## config.mk

```make
export PLATFORM = sky130hd
export DESIGN_NAME = fetch_stage_flat
export DESIGN_NICKNAME = d
export VERILOG_FILES = /design/src/rtl/fetch_stage_if.sv /design/src/rtl/fetch_stage.sv /design/src/flat_wrapper.sv
export SDC_FILE = /design/constraint.sdc
export NUM_CORES = 1
export LEC_CHECK = 0
export BUFFER_PORTS_ARGS = -buffer_cell sky130_fd_sc_hd__buf_4
export CAP_MARGIN = 10
export CELL_PAD_IN_SITES_DETAIL_PLACEMENT = 1
export CELL_PAD_IN_SITES_GLOBAL_PLACEMENT = 2
export CORE_MARGIN = 2
export CORE_UTILIZATION = 32
export DETAILED_ROUTE_END_ITERATION = 16
export HOLD_SLACK_MARGIN = 0.08
export PLACE_DENSITY_LB_ADDON = 0.08
export SLEW_MARGIN = 20
export SYNTH_ARGS = -nofsm -noshare
export SYNTH_HDL_FRONTEND = slang
export SYNTH_SLANG_ARGS = --single-unit
```

## constraint.sdc

```tcl
create_clock -name clk_i -period 2 [get_ports clk_i]
set_input_delay 0.2 -clock clk_i [delete_from_list [all_inputs] [get_ports clk_i]]
set_output_delay 0.2 -clock clk_i [all_outputs]
set_load 0.03 [all_outputs]
```

## src/rtl/fetch_stage_if.sv

```systemverilog
// Fetch-stage bundle: instruction-memory request/response plus the registered IF/ID payload.
// Master is the fetch stage; slave is the memory/decode side.
interface fetch_stage_if;
  logic        stall;
  logic        redirect_valid;
  logic [15:0] redirect_pc;
  logic        imem_read;
  logic [15:0] imem_address;
  logic [15:0] imem_rdata;
  logic        imem_resp;
  logic        if_valid;
  logic [15:0] if_pc;
  logic [15:0] if_ir;
  logic [3:0]  if_opcode;
  logic [11:0] if_irbits;

  modport master (
    input  stall, redirect_valid, redirect_pc, imem_rdata, imem_resp,
    output imem_read, imem_address, if_valid, if_pc, if_ir, if_opcode, if_irbits
  );

  modport slave (
    output stall, redirect_valid, redirect_pc, imem_rdata, imem_resp,
    input  imem_read, imem_address, if_valid, if_pc, if_ir, if_opcode, if_irbits
  );
endinterface

```

## src/rtl/fetch_stage.sv

```systemverilog
// Instruction fetch: one request per cycle with 1-cycle memory, one-entry skid on stall,
// redirect squashes output and flushes any outstanding request before refetching.
module fetch_stage (
  input  logic          clk_i,
  input  logic          reset_i,
  fetch_stage_if.master bus
);

  typedef enum logic [1:0] {FETCH, HOLD, FLUSH} state_e;

  state_e      state_q, state_d;
  logic [15:0] pc_q, pc_d;
  logic [15:0] skid_q, skid_d;
  logic [15:0] skid_pc_q, skid_pc_d;
  logic [15:0] pend_addr_q, pend_addr_d;
  logic        vld_q, vld_d;
  logic [15:0] ir_q, ir_d;
  logic [15:0] out_pc_q, out_pc_d;
  logic        read_raw;
  logic [15:0] pc_inc;
  logic [15:0] redir_pc;

  assign pc_inc   = pc_q + 16'd2;
  assign redir_pc = {bus.redirect_pc[15:1], 1'b0};

  always_comb begin
    state_d          = state_q;
    pc_d             = pc_q;
    skid_d           = skid_q;
    skid_pc_d        = skid_pc_q;
    pend_addr_d      = pend_addr_q;
    vld_d            = vld_q;
    ir_d             = ir_q;
    out_pc_d         = out_pc_q;
    read_raw         = 1'b0;
    bus.imem_address = pc_q;

    case (state_q)
      FETCH: begin
        read_raw    = 1'b1;
        pend_addr_d = pc_q;
        if (bus.redirect_valid) begin
          pc_d    = redir_pc;
          vld_d   = 1'b0;
          state_d = bus.imem_resp ? FETCH : FLUSH;
        end else if (bus.imem_resp) begin
          pc_d = pc_inc;
          if (bus.stall) begin
            skid_d    = bus.imem_rdata;
            skid_pc_d = pc_inc;
            state_d   = HOLD;
          end else begin
            vld_d    = 1'b1;
            ir_d     = bus.imem_rdata;
            out_pc_d = pc_inc;
          end
        end else if (!bus.stall) begin
          vld_d = 1'b0;
        end
      end

      HOLD: begin
        if (bus.redirect_valid) begin
          pc_d    = redir_pc;
          vld_d   = 1'b0;
          skid_d  = 16'h0000;
          state_d = FETCH;
        end else if (!bus.stall) begin
          vld_d    = 1'b1;
          ir_d     = skid_q;
          out_pc_d = skid_pc_q;
          state_d  = FETCH;
        end
      end

      FLUSH: begin
        // Hold the stale address until memory completes; its data is dropped.
        read_raw         = 1'b1;
        bus.imem_address = pend_addr_q;
        if (bus.redirect_valid) pc_d = redir_pc;
        if (bus.redirect_valid || !bus.stall) vld_d = 1'b0;
        if (bus.imem_resp) state_d = FETCH;
      end

      default: state_d = FETCH;
    endcase
  end

  assign bus.imem_read = read_raw & ~reset_i;

  always_ff @(posedge clk_i) begin
    if (reset_i) begin
      state_q     <= FETCH;
      pc_q        <= 16'h0000;
      skid_q      <= 16'h0000;
      skid_pc_q   <= 16'h0000;
      pend_addr_q <= 16'h0000;
      vld_q       <= 1'b0;
      ir_q        <= 16'h0000;
      out_pc_q    <= 16'h0000;
    end else begin
      state_q     <= state_d;
      pc_q        <= pc_d;
      skid_q      <= skid_d;
      skid_pc_q   <= skid_pc_d;
      pend_addr_q <= pend_addr_d;
      vld_q       <= vld_d;
      ir_q        <= ir_d;
      out_pc_q    <= out_pc_d;
    end
  end

  assign bus.if_valid  = vld_q;
  assign bus.if_pc     = out_pc_q;
  assign bus.if_ir     = ir_q;
  assign bus.if_opcode = ir_q[15:12];
  assign bus.if_irbits = ir_q[11:0];

endmodule

```

## src/flat_wrapper.sv

```systemverilog
// flat-port wrapper written by rule: the top's interface ports become plain ports
module fetch_stage_flat 
  (clk_i, reset_i, bus_stall, bus_redirect_valid, bus_redirect_pc, bus_imem_rdata, bus_imem_resp, bus_imem_read, bus_imem_address, bus_if_valid, bus_if_pc, bus_if_ir, bus_if_opcode, bus_if_irbits);
  fetch_stage_if bus_i ();
  input  logic clk_i;
  input  logic reset_i;
  input wire logic [$bits(bus_i.stall)-1:0] bus_stall;
  input wire logic [$bits(bus_i.redirect_valid)-1:0] bus_redirect_valid;
  input wire logic [$bits(bus_i.redirect_pc)-1:0] bus_redirect_pc;
  input wire logic [$bits(bus_i.imem_rdata)-1:0] bus_imem_rdata;
  input wire logic [$bits(bus_i.imem_resp)-1:0] bus_imem_resp;
  output wire logic [$bits(bus_i.imem_read)-1:0] bus_imem_read;
  output wire logic [$bits(bus_i.imem_address)-1:0] bus_imem_address;
  output wire logic [$bits(bus_i.if_valid)-1:0] bus_if_valid;
  output wire logic [$bits(bus_i.if_pc)-1:0] bus_if_pc;
  output wire logic [$bits(bus_i.if_ir)-1:0] bus_if_ir;
  output wire logic [$bits(bus_i.if_opcode)-1:0] bus_if_opcode;
  output wire logic [$bits(bus_i.if_irbits)-1:0] bus_if_irbits;
  assign bus_i.stall = bus_stall;
  assign bus_i.redirect_valid = bus_redirect_valid;
  assign bus_i.redirect_pc = bus_redirect_pc;
  assign bus_i.imem_rdata = bus_imem_rdata;
  assign bus_i.imem_resp = bus_imem_resp;
  assign bus_imem_read = bus_i.imem_read;
  assign bus_imem_address = bus_i.imem_address;
  assign bus_if_valid = bus_i.if_valid;
  assign bus_if_pc = bus_i.if_pc;
  assign bus_if_ir = bus_i.if_ir;
  assign bus_if_opcode = bus_i.if_opcode;
  assign bus_if_irbits = bus_i.if_irbits;
  fetch_stage u_core (.clk_i(clk_i), .reset_i(reset_i), .bus(bus_i));
endmodule
```

==> flow_summary.yaml <==
run_status:
  status: "complete, no violations"
clock_network:
  clockBufferDepth: 2
  htree_levels: 3
  cts_resized: 1
  clk_pin_slew_ns: 0.07
  clock_latency_ns: 0.36
  cts_tree: "done"
  cts_sinks: 95
  postCtsHoldBufs: 0
  cts_setup_buffers: 0
  cts_buffers: 9
  cts-root-buf: "clkbuf_16"
synthesis:
  synth_fa_ha_area_share_pct: 1.37
  yosysWarnings: 0
  synth_ff_type: "dfxtp_1"
  ys_seq_elements: 95
  synth_common_cells: "dfxtp_1, nor2_1, mux2i_1"
  synth_sequential_area_ratio_pct: 41.5
  synth_compound_area_share_pct: 19.8
  synth-edff-count: 0
  yosysTopAreaCell: "dfxtp_1"
  synthCells: 516
  synth_top_family_by_area: "compound AO/OA/AOI/OAI gates"
  yosys-top-cells-area: "dfxtp_1, mux2i_1, nor2_1"
  synth.most_common_cell: "dfxtp_1"
  yosys.area.top_type_share_pct: 41.5
  synth_area_per_cell_um2: 8.88
  synth_area_mm2: 0.00458
  synth-xor-area-share_pct: 1.34
  synth_cell_type_count: 62
  synthMuxAreaShare_pct: 11.7
  synthSimpleGateAreaFrac_pct: 16.5
  async_reset_ff_share_pct: 0
detailed_routing:
  dr.pass1.iters: 4
  drt_wl_total_um: 13400
  vias_per_cell: 5.21
  drtAntennaViolNets: 0
  post_drt_wl_per_cell_um: 17.2
  drtIter0Drc: 234
  drc_errors: 0
  vias: 4061
placement:
  placed_cell_area_mm2: 0.00554
  dp_cells: 764
  gp_congestion: 0.766
  portBuffers: 99
  hpwlAfterDp_um: 9310
  place_ws_ns: 0.0565
layout:
  nFillCells: 1622
  regArea_mm2: 0.00190
  nets: 637
  multiInputGateArea_mm2: 0.00235
  drive_gt1_share_pct: 29.2
  postLayoutCellArea_mm2: 0.00586
  stdcell_count: 780
  area_growth_syn_to_layout_pct: 28.0
  diodes: 0
pwr:
  clkPwrFrac_pct: 35.6
  powerDensity_mw_per_mm2: 869
  switching_share_pct: 31.7
  vdd_drop_max_mv: 0.354
  power_uw: 5090
  power_leakage_uw: 0.00235
  p_switching_uw: 1610
  combPwrFrac_pct: 22.9
  seq_power_share_pct: 41.5
  p_int_uw: 3480
sta:
  finClkSkew_ns: 0.00990
  finalSetupViolCount: 0
  fmaxAchievable_mhz: 529
  fin_crit_ns: 1.89
  hold_viol: 0
  maxSlewHeadroom_pct: 64.8
  worst_pin_slew_ns: 0.528
  rsz0062_at_grt: "false"
  fin_tns_setup_ns: 0
  fin_crit_sh_pct: 94.4
  setup_ws_ns: 0.111
  slew_violations: 0
critical_path:
  critical_path_required_ns: 1.80
  cp.arrival_ns: 1.69
  cp_max_fo: 19
  endpoint_kind: "primary output"
  crit_type: "reg2out"
  startpoint_type: "flop"
global_routing:
  grt_usage_pct: 18.6
  grt_overflow: 0
  antenna_found_initial: 0
  grt_max_degree: 45
  grt_pass1_wl_um: 21800
  grt_pass1_vias: 4122
die:
  io_pins: 103
  fp.dieW_um: 124
  fp.dieH_um: 124
  rows: 43
  fp.coreArea_mm2: 0.0139
  initial_utilization_pct: 32.9
  die_area_mm2: 0.0153
worst_hold_path:
  hold_path.class: "in2reg"
run:
  drv_cap: 0
area by class of cell:
cell class,count,area share (%)
tap,180,3.84
inverter,8,0.512
clock buffer,9,3.84
multi-input combinational,350,40.1
sequential,95,32.4
clock inverter,7,1.34
timing repair buffer,131,17.9
state kept, by name, indices dropped and copies added (netlist names):
signal	count
u_core.pend_addr_q	15
u_core.bus.if_ir	16
u_core.skid_pc_q	15
u_core.state_q	2
u_core.bus.if_valid	1
u_core.bus.if_pc	15
u_core.skid_q	16
u_core.pc_q	15
routing by layer:
layer	GRT usage (%)	up-vias	wire, um
li1	-	2008	-
met1	24.8	1953	6420
met2	30.0	88	6180
met3	2.66	12	545
met4	7.88	0	240
met5	0	-	0
cells by family after synthesis:
group,count (synthesis)
and+or+nand+nor,158
AOI/OAI and AO/OA,126
DFF,95
buffers and inverters,72
muxes,52
xor gates and xnor gates,7
adders and majority gates,5
other,1
power by group through the flow:
stage	registers (uW)	logic (uW)	clock network [uW]
after floorplan	2190	715	0
after global placement	2150	1150	0
after detailed placement	2160	1170	0
after CTS	2110	1170	1860
after global routing	2130	1280	1930
final	2110	1170	1810
placed cells by master (no fill, tap or decap), types with 6 or more instances in the layout:
cell	n
a211oi_1	23
a21oi_1	17
a311oi_1	6
a32oi_1	16
buf_4	125
clkbuf_16	9
dfxtp_1	95
inv_1	8
mux2_2	12
mux2i_1	40
nand2_1	24
nand2b_1	7
nand3_1	12
nor2_1	74
nor3_1	10
o21ai_0	25
stage by stage:
step	hold slack [ns]	util [%]
finish	0.117	42.1
global route	0.118	42.1
CTS	0.106	42.0
detailed placement	0.452	39.8
global placement	0.446	39.8
floorplan	0.363	-
critical path, cell delays in order, from the launching register on:
cell	delay, ns
dfxtp_1	0.39
ha_2	0.26
buf_12	0.17
mux2_2	0.35
buf_4	0.17
path summary, 6_finish.rpt:
path	from	to	slack [ns]	cells after the start
worst max-delay path	u_core.state_q[1]	bus_imem_address[15]	0.11	4
worst min-delay path	bus_imem_rdata[4]	u_core.skid_q[4]	0.12	3
worst max register to register	u_core.state_q[1]	u_core.pc_q[1]	0.14	6
worst min register to register	u_core.bus.if_pc[3]	u_core.bus.if_pc[3]	0.46	2
(Power assumes the default switching activity.)
